File: config.mk
export PLATFORM = sky130hd
export DESIGN_NAME = psum_collector
export DESIGN_NICKNAME = d
export VERILOG_FILES = /design/src/rtl/psum_collector.sv
export SDC_FILE = /design/constraint.sdc
export NUM_CORES = 1
export LEC_CHECK = 0
export BUFFER_PORTS_ARGS = -buffer_cell sky130_fd_sc_hd__clkbuf_2
export CAP_MARGIN = 40
export CORE_UTILIZATION = 40
export CTS_CLUSTER_SIZE = 28
export DETAILED_ROUTE_END_ITERATION = 6
export PLACE_DENSITY = 0.67
export SLEW_MARGIN = 5
export SYNTH_ARGS = -nofsm -noshare
export SYNTH_HDL_FRONTEND = slang
export SYNTH_SLANG_ARGS = --single-unit
export TNS_END_PERCENT = 5
File: constraint.sdc
create_clock -name clk -period 11 [get_ports clk]
set_clock_uncertainty 0.2 [all_clocks]
set_input_delay 1.1 -clock clk [delete_from_list [all_inputs] [get_ports clk]]
set_output_delay 1.1 -clock clk [all_outputs]
set_load 0.005 [all_outputs]
File: src/rtl/psum_collector.sv
// Collects partial sums from NUM_COL PE ports (round-robin) into a FWFT FIFO and emits an addressed write stream.
// Optional back-pressure statistics counter enabled by defining PSUM_COLLECT_STATS_EN.
module psum_collector #(
    parameter int DATA_WIDTH  = 16,
    parameter int NUM_COL     = 10,
    parameter int BUFFER_SIZE = 512,
    parameter int FIFO_DEPTH  = 16,
    localparam int AW  = $clog2(BUFFER_SIZE),
    localparam int PW  = 2 * DATA_WIDTH,
    localparam int IDW = $clog2(NUM_COL) + 1
) (
    input  logic                  clk,
    input  logic                  rstn,
    input  logic                  start,
    input  logic [AW-1:0]         base_addr,
    input  logic [AW:0]           num_psum,
    input  logic [NUM_COL-1:0]    pe_valid,
    input  logic [NUM_COL*PW-1:0] pe_data,
    output logic [NUM_COL-1:0]    pe_ready,
    output logic                  out_valid,
    input  logic                  out_ready,
    output logic [PW-1:0]         out_data,
    output logic [AW-1:0]         out_addr,
    output logic [IDW-1:0]        out_id,
    output logic                  busy,
    output logic                  done,
    output logic [15:0]           stall_cnt
);
    localparam int CW  = $clog2(NUM_COL);
    localparam int FAW = $clog2(FIFO_DEPTH);
    localparam int EW  = PW + IDW;

    typedef enum logic [1:0] {S_IDLE, S_DRAIN, S_FLUSH, S_DONE} state_e;

    state_e        state_q, state_d;
    logic [AW-1:0] base_q, base_d;
    logic [AW:0]   num_q, num_d;
    logic [AW:0]   in_cnt_q, in_cnt_d;
    logic [AW-1:0] out_cnt_q, out_cnt_d;
    logic [CW-1:0] rr_q, rr_d;
    logic [FAW:0]  wr_q, rd_q;
    logic [EW-1:0] mem_q [FIFO_DEPTH];

    logic          full, empty, push, pop;
    logic          grant_vld;
    logic [CW-1:0] grant_idx;
    logic [PW-1:0] grant_data;
    logic [EW-1:0] head;

    assign empty = (wr_q == rd_q);
    assign full  = (wr_q[FAW-1:0] == rd_q[FAW-1:0]) && (wr_q[FAW] != rd_q[FAW]);

    // Cyclic search from rr_q+1: columns above the pointer first, then wrap to 0..rr_q.
    always_comb begin
        grant_vld  = 1'b0;
        grant_idx  = '0;
        grant_data = '0;
        if (state_q == S_DRAIN && !full) begin
            for (int c = 0; c < NUM_COL; c++) begin
                if (!grant_vld && c > int'(rr_q) && pe_valid[c]) begin
                    grant_vld  = 1'b1;
                    grant_idx  = CW'(c);
                    grant_data = pe_data[c*PW +: PW];
                end
            end
            for (int c = 0; c < NUM_COL; c++) begin
                if (!grant_vld && c <= int'(rr_q) && pe_valid[c]) begin
                    grant_vld  = 1'b1;
                    grant_idx  = CW'(c);
                    grant_data = pe_data[c*PW +: PW];
                end
            end
        end
    end

    assign pe_ready = grant_vld ? (NUM_COL'(1) << grant_idx) : '0;
    assign push     = grant_vld;
    assign pop      = !empty && out_ready;

    always_ff @(posedge clk or negedge rstn) begin
        if (!rstn) begin
            wr_q <= '0;
            rd_q <= '0;
        end else begin
            if (push) wr_q <= wr_q + 1'b1;
            if (pop)  rd_q <= rd_q + 1'b1;
        end
    end

    always_ff @(posedge clk) begin
        if (push) mem_q[wr_q[FAW-1:0]] <= {grant_data, 1'b0, grant_idx};
    end

    assign head      = mem_q[rd_q[FAW-1:0]];
    assign out_valid = !empty;
    assign out_data  = empty ? '0 : head[EW-1:IDW];
    assign out_id    = empty ? '0 : head[IDW-1:0];
    assign out_addr  = base_q + out_cnt_q;
    assign busy      = (state_q != S_IDLE);
    assign done      = (state_q == S_DONE);

    always_comb begin
        state_d   = state_q;
        base_d    = base_q;
        num_d     = num_q;
        in_cnt_d  = in_cnt_q;
        out_cnt_d = pop ? out_cnt_q + 1'b1 : out_cnt_q;
        rr_d      = grant_vld ? grant_idx : rr_q;
        unique case (state_q)
            S_IDLE: begin
                if (start) begin
                    base_d    = base_addr;
                    num_d     = num_psum;
                    in_cnt_d  = '0;
                    out_cnt_d = '0;
                    state_d   = (num_psum == '0) ? S_DONE : S_DRAIN;
                end
            end
            S_DRAIN: begin
                if (push) begin
                    in_cnt_d = in_cnt_q + 1'b1;
                    if (in_cnt_d == num_q) state_d = S_FLUSH;
                end
            end
            S_FLUSH: if (empty) state_d = S_DONE;
            S_DONE:  state_d = S_IDLE;
            default: state_d = S_IDLE;
        endcase
    end

    always_ff @(posedge clk or negedge rstn) begin
        if (!rstn) begin
            state_q   <= S_IDLE;
            base_q    <= '0;
            num_q     <= '0;
            in_cnt_q  <= '0;
            out_cnt_q <= '0;
            rr_q      <= CW'(NUM_COL - 1);
        end else begin
            state_q   <= state_d;
            base_q    <= base_d;
            num_q     <= num_d;
            in_cnt_q  <= in_cnt_d;
            out_cnt_q <= out_cnt_d;
            rr_q      <= rr_d;
        end
    end

`ifdef PSUM_COLLECT_STATS_EN
    logic [15:0] stall_q;

    always_ff @(posedge clk or negedge rstn) begin
        if (!rstn) begin
            stall_q <= '0;
        end else if (state_q == S_IDLE && start) begin
            stall_q <= '0;
        end else if (busy && !empty && !out_ready && stall_q != 16'hFFFF) begin
            stall_q <= stall_q + 1'b1;
        end
    end

    assign stall_cnt = stall_q;
`else
    assign stall_cnt = '0;
`endif

endmodule
==> flow_metrics.env, run 1 <==
export IMPL_outcome="complete, no violations"
export IMPL_coreArea_mm2=0.0777
export IMPL_slowest_stage="or4b_1"
export IMPL_worstSetupStartpointType="flop"
export IMPL_place_ws_ps=4980
export IMPL_critical_path_arrival_ps=4790
export IMPL_antenna_found_initial=5
export IMPL_ys_seq_area_frac=0.591
export IMPL_first_pass_iters=6
export IMPL_row_count=102
export IMPL_netlist_area_mm2=0.0316
export IMPL_synth_edf_count=576
export IMPL_fill_cells=6741
export IMPL_setup_violations=0
export IMPL_grt_overflow_total=0
export IMPL_wl_per_cell_um=33.8
export IMPL_die_h_um=283
export IMPL_whs_ps=283
export IMPL_dp_cells=3665
export IMPL_clk_root_buffer_cell="clkbuf_16"
export IMPL_cp_slowest_stage_delay_ps=770
export IMPL_ys_seq_elements=630
export IMPL_fin_util=0.477
export IMPL_crit_chain="or4b_1, o21ai_1, or4_1, nor2_1, buf_4, or4_1, o31ai_4, inv_2, nor3_1, clkbuf_2"
export IMPL_synthArstFlopShare=0.0857
export IMPL_syn_avg_cell_area_um2=13.8
export IMPL_dieArea_mm2=0.0801
export IMPL_post_cts_buffers=0
export IMPL_cp_max_fo=21
export IMPL_power_mw=9.84
export IMPL_hold_viol=0
export IMPL_crit_top_cell="or4_1"
export IMPL_ctsResizeCount=0
export IMPL_fp_dieW_um=283
export IMPL_placed_area_mm2=0.0353
export IMPL_peakVddDrop_v=0.000139
export IMPL_powerDensity_mw_per_mm2=265
export IMPL_synth_cells=2294
export IMPL_drt_iter0_markers=3254
export IMPL_synthDistinctLibCells=88
export IMPL_grt_pass1_wl_mm=180
export IMPL_finalWeightedCongestion=1.03
export IMPL_cpLargestDelayFamily="simple AND/OR/NAND/NOR gates"
export IMPL_synth_warnings=0
export IMPL_slew_headroom=0.393
export IMPL_area_delta_synth_final_pct=17.4
export IMPL_worst_slack_ps=4910
export IMPL_grt_usage=0.314
export IMPL_fin_crit_sh=0.554
export IMPL_cts_path_max_buffers=3
export IMPL_rsz0062_at_grt="no"
export IMPL_ys_flop_type="edfxtp_1"
export IMPL_cap_violations=0
export IMPL_cp_required_ps=9700
export IMPL_min_period_ps=6090
export IMPL_cts_hold_buf=0
export IMPL_leakagePower_nw=13.1
export IMPL_worst_slew_pin_slew_ps=908
export IMPL_grt_max_degree=55
export IMPL_cts_sinks=630
export IMPL_initial_core_util=0.406
export IMPL_end_kind="primary output"
export IMPL_nNetsFinal=3058
export IMPL_fin_area_mm2=0.0371
export IMPL_stdcell_count=3771
export IMPL_vias=24200
export IMPL_insertion_delay_ps=620
export IMPL_ios=428
export IMPL_wirelength_mm=128
export IMPL_fin_tns_setup_ps=0
export IMPL_grt_pass1_vias=24500
export IMPL_worstSetupPathType="reg -> out"
export IMPL_cts_tree="yes"
export IMPL_htree_levels=2
export IMPL_cts_buffers_inserted=56
export IMPL_io_buffers=410
export IMPL_dp_hpwl_mm=89.7
export IMPL_path_clk_slew_ps=60
export IMPL_slew_violations=0
export IMPL_ant_nets=0
export IMPL_vias_per_cell=6.43
export IMPL_crit_buf_inv=3
export IMPL_drc_errors=0
export IMPL_fmax_mhz=164
export IMPL_hold_class="reg -> reg"
export IMPL_drive_above_1_share=0.310
[where the power goes]
part | internal [mW] | total (mW) | switching, mW
logic | 1.75 | 4.45 | 2.70
clock network | 1.05 | 1.89 | 0.839
registers | 3.28 | 3.50 | 0.222
[flip-flops by register name, summed over array words and instances, names as in the netlist]
signal and cells:
rr_q 4, state_q 2, num_q 10, wr_q 5
out_cnt_q 9, in_cnt_q 10, base_q 9, rd_q 5
mem_q 576
[layout by cell type (no fill, tap or decap), drive strengths merged, types with 10 or more instances in the layout]
| cell type | count |
|---|---|
| nand4 | 27 |
| a221oi | 27 |
| xor2 | 11 |
| a21oi | 111 |
| o2111ai | 23 |
| nand2 | 192 |
| buf | 100 |
| dfrtp | 52 |
| nand3 | 63 |
| clkbuf | 479 |
| o22ai | 33 |
| nor3 | 55 |
| xnor2 | 32 |
| and2 | 11 |
| a22oi | 67 |
| or3 | 19 |
| and3 | 20 |
| a32oi | 12 |
| nand2b | 10 |
| nor2b | 47 |
| inv | 49 |
| o211ai | 25 |
| o31ai | 13 |
| o2bb2ai | 10 |
| o221ai | 30 |
| edfxtp | 576 |
| o21ai | 114 |
| mux4 | 180 |
| nor4 | 16 |
| a31oi | 10 |
| conb | 17 |
| ha | 20 |
| clkinv | 24 |
| nor2 | 93 |
| a22o | 15 |
| o211a | 13 |
[cells in the mapped netlist (19+ instances only)]
cell | instances | area (um^2)
nor2b_1 | 47 | 294
inv_1 | 44 | 165
a221oi_1 | 27 | 236
ha_1 | 20 | 250
mux4_2 | 180 | 4050
nor2_1 | 93 | 349
nand4_1 | 27 | 169
o22ai_1 | 33 | 206
xnor2_1 | 32 | 280
edfxtp_1 | 576 | 17300
or3_1 | 19 | 119
nand3_1 | 62 | 310
o2111ai_1 | 23 | 201
a22oi_1 | 67 | 503
nand2_1 | 192 | 721
nor3_1 | 49 | 245
buf_2 | 37 | 185
o21ai_0 | 107 | 536
clkbuf_1 | 122 | 458
o221ai_1 | 30 | 263
and3_1 | 19 | 119
dfrtp_1 | 52 | 1300
a21oi_1 | 111 | 556
o211ai_1 | 25 | 188
[per-layer routing]
layer  track usage  wire, um
met1         0.399     48700
met3        0.0618     10900
met2         0.515     61000
met4         0.150      6980
met5             0        27
[layout make-up]
cell class	instances	area [um^2]	share of cell area
Sequential cell	630	18700	0.503
Multi-Input combinational cell	1440	12200	0.329
Timing Repair Buffer	510	2960	0.0799
Clock buffer	69	1470	0.0397
Tap cell	1040	1300	0.0351
Clock inverter	34	295	0.00796
Inverter	46	173	0.00466
Antenna cell	2	5.00	0.000135
[worst register-to-register path: stages (launching register included)]
cell and delay [ps]:
dfstp_2 1000, o31a_1 360, nand2_1 310, nor4_1 430, nand2_1 420, buf_4 370
nand2_1 500, nor4b_1 120, o21ai_0 220, o2111a_1 810
[logic make-up (layout without fill, tap and decap cells)]
group	count (synthesis)	count (layout)	share of synthesized area
simple gates	582	582	0.0930
mux	186	186	0.130
compound gates	591	591	0.133
buf+inv	240	659	0.0325
fa+ha+maj	21	21	0.00856
xor+xnor	43	43	0.0119
flops	630	630	0.591
other cells	1	19	0.000119
[worst paths after layout]
kind | start | end | slack [ps] | depth (start not counted)
min in group asynchronous | rstn | base_q[3] | 400 | 2
max in group asynchronous | rstn | rd_q[1] | 9640 | 2
worst min-delay path | base_q[4] | base_q[4] | 280 | 2
worst max register to register | rr_q[3] | mem_q[0][30] | 5880 | 9
worst max-delay path | rr_q[1] | pe_ready[0] | 4910 | 10
worst min register to register | base_q[4] | base_q[4] | 280 | 2
(Power assumes the default switching activity.)
==> run 2, diff against run 1 <==
--- a/config.mk
+++ b/config.mk
@@ -5,6 +5,7 @@
 export SDC_FILE = /design/constraint.sdc
 export NUM_CORES = 1
 export LEC_CHECK = 0
+export ABC_AREA = 1
 export BUFFER_PORTS_ARGS = -buffer_cell sky130_fd_sc_hd__clkbuf_2
 export CAP_MARGIN = 40
 export CORE_UTILIZATION = 40
==> constraint.sdc (replaced) <==
create_clock -name clk -period 6.3 [get_ports clk]
set_clock_uncertainty 0.2 [all_clocks]
set_input_delay 0.63 -clock clk [delete_from_list [all_inputs] [get_ports clk]]
set_output_delay 0.63 -clock clk [all_outputs]
set_load 0.005 [all_outputs]
==> run 2 against run 1 <==
Net effect:
- die area is 1.8% higher
- setup slack worse by 4100 ps
- global-route usage is 4.9 points lower
- clock power is 80% higher
- critical path type unchanged
- total power is 81% higher
- register-to-register slack worse by 4300 ps
- sequential share of layout area is 0.99 points lower
- highest routed layer is now met4
- critical endpoint unchanged
- non-clock buffer count is 18 higher
==> flow_metrics.env, run 2 <==
export IMPL_finalWeightedCongestion=1.03
export IMPL_synth_cells=3445
export IMPL_vias=26800
export IMPL_yosys_cell_count_top_type="nand2_1"
export IMPL_coreArea_mm2=0.0793
export IMPL_cts_path_max_buffers=3
export IMPL_netlist_area_mm2=0.0321
export IMPL_wl_per_cell_um=22.3
export IMPL_end_kind="primary output"
export IMPL_dieArea_mm2=0.0815
export IMPL_hold_class="in -> reg"
export IMPL_grt_pass1_vias=25400
export IMPL_ys_flop_type="edfxtp_1"
export IMPL_synth_edf_count=576
export IMPL_ys_seq_elements=630
export IMPL_cp_required_ps=5470
export IMPL_synthArstFlopShare=0.0857
export IMPL_vias_per_cell=5.43
export IMPL_synth_commonest_cells="nand2_1 (766), nor2_1 (592), edfxtp_1 (576), o21ai_0 (217), inv_1 (216)"
export IMPL_worstSetupStartpointType="flop"
export IMPL_cts_buffers_inserted=59
export IMPL_fp_dieW_um=285
export IMPL_hp_start="base_addr[6]"
export IMPL_crit_start="rr_q[3]"
export IMPL_ios=428
export IMPL_path_clk_slew_ps=60
export IMPL_die_h_um=285
export IMPL_area_delta_synth_final_pct=17.6
export IMPL_grt_max_degree=198
export IMPL_slew_violations=0
export IMPL_clk_root_buffer_cell="clkbuf_16"
export IMPL_fill_cells=7434
export IMPL_ys_seq_area_frac=0.580
export IMPL_final_common_cell="nand2_1"
export IMPL_rr_worst_depth=17
export IMPL_syn_avg_cell_area_um2=9.33
export IMPL_min_period_ps=5520
export IMPL_cts_sinks=630
export IMPL_grt_overflow_total=0
export IMPL_fmax_mhz=181
export IMPL_yosys_area_top_type_share=0.538
export IMPL_leakagePower_nw=15.5
export IMPL_dp_hpwl_mm=78.6
export IMPL_dp_cells=4821
export IMPL_grt_pass1_wl_mm=162
export IMPL_insertion_delay_ps=610
export IMPL_nNetsFinal=4212
export IMPL_first_pass_iters=5
export IMPL_r2r_end="mem_q[15][0]"
export IMPL_stdcell_count=4947
export IMPL_reg2reg_from="rr_q[3]"
export IMPL_endpoint="pe_ready[0]"
export IMPL_powerDensity_mw_per_mm2=472
export IMPL_fin_util=0.477
export IMPL_synthDistinctLibCells=42
export IMPL_largest_reg_flops=576
export IMPL_fin_crit_sh=0.876
export IMPL_slew_headroom=0.240
export IMPL_rsz0062_at_grt="no"
export IMPL_worstSetupPathType="reg -> out"
export IMPL_critical_path_arrival_ps=4690
export IMPL_io_buffers=410
export IMPL_drive_above_1_share=0.200
export IMPL_drt_iter0_markers=2797
export IMPL_hold_viol=0
export IMPL_setup_violations=0
export IMPL_htree_levels=2
export IMPL_cts_tree="yes"
export IMPL_row_count=103
export IMPL_drc_errors=0
export IMPL_cap_violations=0
export IMPL_wirelength_mm=110
export IMPL_reg2reg_slack_ps=1570
export IMPL_ant_nets=0
export IMPL_cp_max_fo=20
export IMPL_fin_tns_setup_ps=0
export IMPL_synth_warnings=0
export IMPL_synth_top_cell_by_area="edfxtp_1"
export IMPL_antenna_found_initial=10
export IMPL_mostFrequentLayoutCells="nand2_1 (766), edfxtp_1 (576), nor2_1 (569), clkbuf_2 (410), o21ai_0 (217)"
export IMPL_grt_usage=0.265
export IMPL_outcome="complete, no violations"
export IMPL_initial_core_util=0.406
export IMPL_synth_area_leaders="edfxtp_1 (54%), nand2_1 (8.9%), nor2_1 (6.9%)"
export IMPL_whs_ps=30.0
export IMPL_ctsResizeCount=0
export IMPL_worst_slew_pin_slew_ps=1140
export IMPL_peakVddDrop_v=0.000498
## run 2: cell types whose count changed in the layout (fill, tap and decap cells not counted), moves of 46 or more
cell	delta
nand2_1	+574
nor2_1	+491
o32ai_1	+88
mux2i_1	+52
or2_2	+127
o21ai_0	+115
nand3_1	+123
mux4_2	-180
nor2b_1	-46
inv_1	+172
a22oi_1	-67
## run 2: layer usage
layer	global-route usage	share of wire	vias to the layer above	wire [um]
met5	0	0	-	0
met4	0.147	0.060	0	6610
met3	0.0333	0.069	249	7620
met2	0.436	0.47	1249	52000
met1	0.339	0.40	12800	44000
li1	-	-	12600	-
## run 2: worst min path at each step
stage	cells after the start	to	slack, ps
2_1_floorplan	0	base_q[0]	130
3_3_place_gp	2	base_q[6]	270
3_5_place_dp	2	base_q[6]	280
4_1_cts	3	base_q[6]	2
5_1_grt	3	base_q[1]	30
6_report	3	base_q[6]	30
## run 2: stage by stage
stage	worst slack, ps	power [mW]	instance area [um^2]
after floorplan	2160	11.0	32200
after global placement	1290	14.3	35600
after detailed placement	1170	14.5	35900
after CTS	765	17.9	37800
after global routing	439	18.9	37800
final	778	17.8	37800
## run 2: critical path, stage by stage, from the launching register on
cell and delay, ps:
dfstp_2 540, nor2_1 110, nand3_1 170, nand3_1 170, nor2_4 130, nand4_2 160
nor2_4 170, nand4_2 130, nor2_4 460, nand4_4 230, nor2_8 220, inv_2 70
nor2_4 90, nand3_2 370, buf_4 350, nand2_1 150, nand2_1 180, nand2_1 170
nor2_1 70, clkbuf_2 110
## run 2: report_power, final
group / internal, mW / switching [mW]
clock network: 1.88 / 1.52
logic: 2.61 / 5.77
registers: 5.79 / 0.271
## run 2: logic make-up after synthesis
group | Yosys count | share of synthesized area
buffers and inverters | 437 | 0.0540
adder cells (fa/ha/maj) | 21 | 0.00841
AND/OR/NAND/NOR | 1758 | 0.231
multiplexers | 57 | 0.0178
other | 1 | 0.000117
XOR/XNOR | 37 | 0.0101
flip-flops | 630 | 0.580
AO/OA/AOI/OAI | 504 | 0.0981
## run 2: timing repair
| item | CTS | global route |
|---|---|---|
| endpoints found under the setup margin | 0 | 0 |
| hold endpoints to repair | 57 | 0 |
| hold buffers | 6 | 0 |
| buffers inserted | 0 | 0 |
## run 2: cell type report
| cell class | count | area (um^2) | area share |
|---|---|---|---|
| multi-input combinational | 2394 | 12000 | 0.317 |
| clock buffer | 69 | 1510 | 0.0400 |
| antenna | 10 | 25.0 | 0.000662 |
| sequential | 630 | 18700 | 0.493 |
| inverter | 225 | 850 | 0.0225 |
| clock inverter | 41 | 318 | 0.00840 |
| tap | 1050 | 1310 | 0.0347 |
| timing repair buffer | 528 | 3150 | 0.0834 |
